===== src/rtl/tcp_to_bus_pkg.sv =====
`default_nettype none
// ============================================================================
// Module      : tcp_to_bus_pkg
// Description : Shared parser states and header size for the SiTCP-to-bus bridge.
// Revision    : 1.0 - initial release
// ============================================================================
package tcp_to_bus_pkg;

  typedef enum logic [2:0] {
    ST_IDLE  = 3'd0,
    ST_LEN1  = 3'd1,
    ST_ADDR0 = 3'd2,
    ST_ADDR1 = 3'd3,
    ST_ADDR2 = 3'd4,
    ST_ADDR3 = 3'd5,
    ST_DATA  = 3'd6,
    ST_ERR   = 3'd7
  } state_t;

  localparam logic [15:0] HEADER_BYTES = 16'd6;

endpackage
`default_nettype wire


===== src/rtl/tcp_to_bus.sv =====
`default_nettype none
// ============================================================================
// Module      : tcp_to_bus
// Description : Parses SiTCP byte stream packets (LEN, ADDR, data) into bus writes.
// Revision    : 1.0 - initial release
// ============================================================================
module tcp_to_bus #(
  parameter int ABUSWIDTH = 32
) (
  input  logic                 BUS_CLK,
  input  logic                 BUS_RST_n,
  input  logic                 TCP_OPEN_ACK,
  input  logic                 TCP_RX_WR,
  input  logic [7:0]           TCP_RX_DATA,
  output logic [15:0]          TCP_RX_WC,
  output logic                 BUS_WR,
  output logic [ABUSWIDTH-1:0] BUS_ADD,
  output logic [7:0]           BUS_DATA,
  output logic                 ACTIVE,
  output logic                 ERROR
);

  import tcp_to_bus_pkg::*;

  state_t               r_state;
  logic [15:0]          r_len;
  logic [15:0]          r_count;
  logic [23:0]          r_addr_lo;
  logic [ABUSWIDTH-1:0] r_addr;

  // Every byte is consumed in the cycle it arrives, so the receive window never shrinks.
  assign TCP_RX_WC = 16'hFFFF;

  always_ff @(posedge BUS_CLK or negedge BUS_RST_n) begin
    if (!BUS_RST_n) begin
      r_state   <= ST_IDLE;
      r_len     <= '0;
      r_count   <= '0;
      r_addr_lo <= '0;
      r_addr    <= '0;
      BUS_WR    <= 1'b0;
      BUS_ADD   <= '0;
      BUS_DATA  <= '0;
      ACTIVE    <= 1'b0;
      ERROR     <= 1'b0;
    end else begin
      BUS_WR <= 1'b0;
      if (!TCP_OPEN_ACK) begin
        r_state <= ST_IDLE;
        ACTIVE  <= 1'b0;
      end else if (TCP_RX_WR) begin
        case (r_state)
          ST_IDLE: begin
            r_len[7:0] <= TCP_RX_DATA;
            r_state    <= ST_LEN1;
            ACTIVE     <= 1'b1;
          end
          ST_LEN1: begin
            r_len[15:8] <= TCP_RX_DATA;
            r_state     <= ST_ADDR0;
          end
          ST_ADDR0: begin
            r_addr_lo[7:0] <= TCP_RX_DATA;
            r_state        <= ST_ADDR1;
          end
          ST_ADDR1: begin
            r_addr_lo[15:8] <= TCP_RX_DATA;
            r_state         <= ST_ADDR2;
          end
          ST_ADDR2: begin
            r_addr_lo[23:16] <= TCP_RX_DATA;
            r_state          <= ST_ADDR3;
          end
          ST_ADDR3: begin
            r_addr  <= ABUSWIDTH'({TCP_RX_DATA, r_addr_lo});
            r_count <= r_len - HEADER_BYTES;
            if (r_len < HEADER_BYTES) begin
              r_state <= ST_ERR;
              ERROR   <= 1'b1;
            end else if (r_len == HEADER_BYTES) begin
              r_state <= ST_IDLE;
              ACTIVE  <= 1'b0;
            end else begin
              r_state <= ST_DATA;
            end
          end
          ST_DATA: begin
            BUS_WR   <= 1'b1;
            BUS_DATA <= TCP_RX_DATA;
            BUS_ADD  <= r_addr;
            r_addr   <= r_addr + ABUSWIDTH'(1);
            r_count  <= r_count - 16'd1;
            if (r_count == 16'd1) begin
              r_state <= ST_IDLE;
              ACTIVE  <= 1'b0;
            end
          end
          // A malformed length locks the parser until the connection drops.
          ST_ERR: r_state <= ST_ERR;
          default: begin
            r_state <= ST_IDLE;
            ACTIVE  <= 1'b0;
          end
        endcase
      end
    end
  end

endmodule
`default_nettype wire


===== config.mk =====
export PLATFORM = sky130hd
export DESIGN_NAME = tcp_to_bus
export DESIGN_NICKNAME = d
export VERILOG_FILES = /design/src/rtl/tcp_to_bus_pkg.sv /design/src/rtl/tcp_to_bus.sv
export SDC_FILE = /design/constraint.sdc
export NUM_CORES = 1
export LEC_CHECK = 0
export CAP_MARGIN = 20
export CORE_MARGIN = 1
export CORE_UTILIZATION = 55
export CTS_BUF_LIST = sky130_fd_sc_hd__clkbuf_4 sky130_fd_sc_hd__clkbuf_8 sky130_fd_sc_hd__clkbuf_16
export CTS_CLUSTER_DIAMETER = 40
export CTS_CLUSTER_SIZE = 28
export DETAILED_ROUTE_END_ITERATION = 10
export PLACE_DENSITY = 0.78
export SLEW_MARGIN = 10
export SYNTH_ARGS = -nofsm -noshare
export SYNTH_HDL_FRONTEND = slang
export SYNTH_SLANG_ARGS = --single-unit

===== constraint.sdc =====
create_clock -name BUS_CLK -period 2.2 [get_ports BUS_CLK]
set_input_delay 0.44 -clock BUS_CLK [delete_from_list [all_inputs] [get_ports BUS_CLK]]
set_output_delay 0.44 -clock BUS_CLK [all_outputs]
set_load 0.1 [all_outputs]

==> Flow_metrics.wiki <==
{| class="wikitable"
! Metric !! Value
|-
| Switching power || approximately 2.9 mW
|-
| Post-synthesis async set-or-reset flop share || 100%
|-
| Total negative setup slack || 0 ns
|-
| Most frequent cell after synthesis || sky130_fd_sc_hd__dfrtp_1
|-
| Flop2flop setup slack || between 0.1 and 0.15 ns
|-
| Power Density || roughly 1100 mW/mm2
|-
| Actual transition at the worst max-transition pin || between 0.6 and 0.7 ns
|-
| Effective utilization at floorplan || a little under three fifths
|-
| Overflow after GRT || 0
|-
| Data arrival at the endpoint of the critical path || 2.35 ns
|-
| Proportion of netlist area held by the largest area contributor || 49.4%
|-
| CP Max Fanout || 7
|-
| Worst hold slack || -0.00825 ns
|-
| Final worst-path cycle share || between 90% and 100%
|-
| Number of antenna violations at the first check in global routing || 0
|-
| Routed vias/inst || about 6.3
|-
| Clock network fraction of total power || about a third
|-
| Launch point of the worst reg-to-reg path || r_len[1]$_DFFE_PN0P_
|-
| Simple-gate portion of the synthesized area || 16.2%
|-
| Worst voltage drop across the vdd grid || about 0.69 mV
|-
| Mean post-synth cell area || about 11 um2
|-
| Placed Area || 0.00764 mm2
|-
| Total inserted antenna cells || 0
|-
| Cell chosen for the clock root || sky130_fd_sc_hd__clkbuf_16
|-
| Hold violation count in the final report || 13
|-
| Num CTS Buffers || 17
|-
| Final total power || a little under 9 mW
|-
| Fillers || just under 900
|-
| Unrepaired setup endpoints after global routing || false
|-
| Yosys warnings || 0
|-
| Net Sw Frac || 32.3%
|-
| Max-slew violation total from the final report || 0
|-
| DRT iter0 DRCs || around 540
|-
| Time the final worst path needs with I/O delays and setup || around 2 ns
|-
| Clock latency on the worst-skew pair || 0.42 ns
|-
| Half-perimeter wire length of the detailed placement result || around 12 mm
|-
| Hold Crit Class || in2async
|-
| Drc violations || 0
|-
| Top FF cell, synth || sky130_fd_sc_hd__dfrtp_1
|-
| Largest family of logic cells by synthesized area || simple AND/OR/NAND/NOR gates
|-
| Cell Area, Synth || 0.00679 mm2
|-
| Nets@finish || 735
|-
| Yosys top cell by area || sky130_fd_sc_hd__dfrtp_1
|-
| Core Region || between 0.01 and 0.015 mm2
|-
| Clock Pin Slew Worst Setup and Hold Paths || 0.06 ns
|-
| Leak || about 3.7 nW
|-
| Via count of the first global-routing pass || roughly 5.5k
|-
| Top cells by count, synth || sky130_fd_sc_hd__dfrtp_1 (134), sky130_fd_sc_hd__mux2_2 (79), sky130_fd_sc_hd__nand2_1 (42)
|-
| Flops & latches, synth || about 130
|-
| Area of the multi-input gates || between 0.003 and 0.004 mm2
|-
| Startpoint class of the critical path || register
|-
| Number of routed nets with antenna violations || 0
|-
| Power share of the sequential group || around 42%
|-
| Outcome || complete, but fails checks
|-
| Area fraction in compound gates after synthesis || 13.4%
|-
| Synth cell types || 73
|-
| Gp weighted congestion || slightly above 0.9
|-
| Worst max-slew margin expressed relative to the limit || a little over half
|-
| CP required || about 2.5 ns
|-
| I/O pin count || roughly 70
|-
| Die boundary height || 113 um
|-
| Capture instance of the worst register-to-register path || r_count[15]$_DFFE_PN0P_
|-
| Part of the total power dissipated in combinational logic || 23.8%
|-
| Area taken by flip-flops and latches || 0.00335 mm2
|-
| Clock tree buffer depth || 2
|-
| Floorplan row count || 40
|-
| Setup ws final || about 0.14 ns
|-
| Relative area change from synthesis to final layout || 22.0%
|-
| Pre-CTS setup slack || -0.107 ns
|-
| Chip Width || between 100 and 150 um
|-
| Detail-routed net length per standard cell || roughly 20 um
|-
| Skew final || roughly 0.0071 ns
|-
| Fraction of layout instances using a drive strength above 1 || between 30% and 40%
|-
| Number of port buffers || 54
|-
| First-pass iteration count of the detailed router || 5
|-
| Total wirelength of the detailed-routed design || about 17 mm
|-
| Number of synthesized flops with an enable pin || 0
|-
| Syn Inst Count || 639
|-
| Violated checks || hold timing
|-
| Clk sinks || around 130
|-
| Total via count in the routed design || about 5.5k
|-
| Largest net degree at the start of global routing || between 50 and 60
|-
| # setup viols final || 0
|-
| Sequential fraction of the synthesis area || around half
|-
| Number of max-cap violations || 0
|-
| Total Die Area || between 0.01 and 0.015 mm2
|-
| Critical path class || reg2reg
|-
| First-pass GRT wire length || about 28 mm
|-
| Fraction of the mapped netlist area in adder cells || less than 1%
|-
| Area contributors post-synth || sky130_fd_sc_hd__dfrtp_1 (49%), sky130_fd_sc_hd__mux2_2 (13%), sky130_fd_sc_hd__a21oi_1 (2.7%), sky130_fd_sc_hd__nand3_1 (2.7%), sky130_fd_sc_hd__nand2_1 (2.3%)
|-
| CP Capture Type || register
|-
| Highest Clock Rate || 0.486 GHz
|-
| Final design area excluding fillers || slightly above 0.008 mm2
|-
| Utilization after layout || just under 70%
|-
| TritonCTS clock tree || yes
|-
| Xor/xnor share of the synthesized area || 1.68%
|-
| R2r worst-path depth || 6
|-
| Combined global-route utilization of all metal layers || between 20 and 30%
|-
| Cell Int Power || approximately 6 mW
|-
| Clock H-tree levels || 4
|-
| Mux share of post-synthesis cell area || roughly 14%
|}
## kinds of logic after synthesis
group	count (synthesis)
XOR/XNOR	13
flip-flops	134
adder cells (fa/ha/maj)	4
buffers and inverters	66
AO/OA/AOI/OAI	138
other	1
multiplexers	83
AND/OR/NAND/NOR	200
## cells in the final DEF, fill, tap and decap left out, types with 5 or more instances in the layout
master	netlist	final
sky130_fd_sc_hd__nand3_1	36	36
sky130_fd_sc_hd__clkbuf_16	0	17
sky130_fd_sc_hd__a211oi_1	6	5
sky130_fd_sc_hd__a31oi_1	6	6
sky130_fd_sc_hd__nor3_1	13	13
sky130_fd_sc_hd__a21oi_1	36	36
sky130_fd_sc_hd__o21ai_0	30	30
sky130_fd_sc_hd__a2bb2oi_1	5	5
sky130_fd_sc_hd__nor2_1	41	41
sky130_fd_sc_hd__inv_1	9	9
sky130_fd_sc_hd__and4_1	5	5
sky130_fd_sc_hd__and3_1	9	9
sky130_fd_sc_hd__conb_1	1	16
sky130_fd_sc_hd__nand2_1	42	42
sky130_fd_sc_hd__buf_12	0	9
sky130_fd_sc_hd__xnor2_1	6	6
sky130_fd_sc_hd__nand4_1	9	9
sky130_fd_sc_hd__xor2_1	7	7
sky130_fd_sc_hd__o22a_1	7	7
sky130_fd_sc_hd__buf_4	16	84
sky130_fd_sc_hd__nor4_1	9	9
sky130_fd_sc_hd__o22ai_1	9	9
sky130_fd_sc_hd__clkdlybuf4s50_1	0	10
sky130_fd_sc_hd__dfrtp_1	134	134
sky130_fd_sc_hd__mux2_2	79	79
sky130_fd_sc_hd__and2_1	8	8
## power groups by stage
stage / registers [mW] / clock network (mW) / logic (mW)
after floorplan: 3.80 / 0 / 1.33
after global placement: 3.69 / 0 / 2.00
after detailed placement: 3.73 / 0 / 2.08
after CTS: 3.70 / 3.05 / 2.09
after global routing: 3.81 / 3.16 / 2.28
final: 3.73 / 3.02 / 2.11
## worst max path at each step
stage                                 from                 endpoint  depth (start not counted)
floorplan           r_count[0]$_DFFE_PN0P_  r_count[14]$_DFFE_PN0P_                          8
global placement                 TCP_RX_WR   r_addr[26]$_DFFE_PN0P_                          6
detailed placement               TCP_RX_WR  r_count[11]$_DFFE_PN0P_                          7
CTS                 r_count[1]$_DFFE_PN0P_  r_count[14]$_DFFE_PN0P_                          7
global route        r_count[1]$_DFFE_PN0P_  r_count[14]$_DFFE_PN0P_                          7
finish                r_len[1]$_DFFE_PN0P_  r_count[15]$_DFFE_PN0P_                          6
## worst max-delay path: stages, from the launching register on
cell                       delay [ns]
sky130_fd_sc_hd__dfrtp_1         0.38
sky130_fd_sc_hd__ha_1            0.24
sky130_fd_sc_hd__or4_1           0.58
sky130_fd_sc_hd__nor4_1          0.25
sky130_fd_sc_hd__nand2_1         0.11
sky130_fd_sc_hd__xor2_1          0.22
sky130_fd_sc_hd__o221ai_1        0.14
## registers in the layout, summed over array words and instances, names as in the netlist
| register | flops |
|---|---|
| BUS_ADD | 32 |
| r_addr | 32 |
| r_addr_lo | 24 |
| r_count | 16 |
| r_len | 16 |
| BUS_DATA | 8 |
| r_state | 3 |
| ACTIVE | 1 |
| BUS_WR | 1 |
| ERROR | 1 |
## layer usage
metal / track usage, % / share of wire [%]
met5: 0 / 0
met4: 12.8 / 3.0
met3: 8.84 / 8.3
met2: 45.8 / 47
met1: 36.6 / 41
## stage by stage
step	instances	hold slack, ns
CTS	878	0.00230
finish	879	-0.00825
global route	879	0.0217
detailed placement	846	0.446
floorplan	654	0.144
global placement	846	0.431
## timing repair
item,in CTS,in global routing
gates resized for setup,0,2
endpoints found under the setup margin,0,1
setup buffers,0,1
hold buffers,0,0
## layout make-up
cell class	instances	share of cell area (%)
sequential	134	40.5
multi-input combinational	454	38.3
timing repair buffer	103	11.0
clock buffer	23	5.83
tap	147	2.22
clock inverter	9	1.80
inverter	9	0.408
No activity file was read; power rests on OpenSTA's default activity.
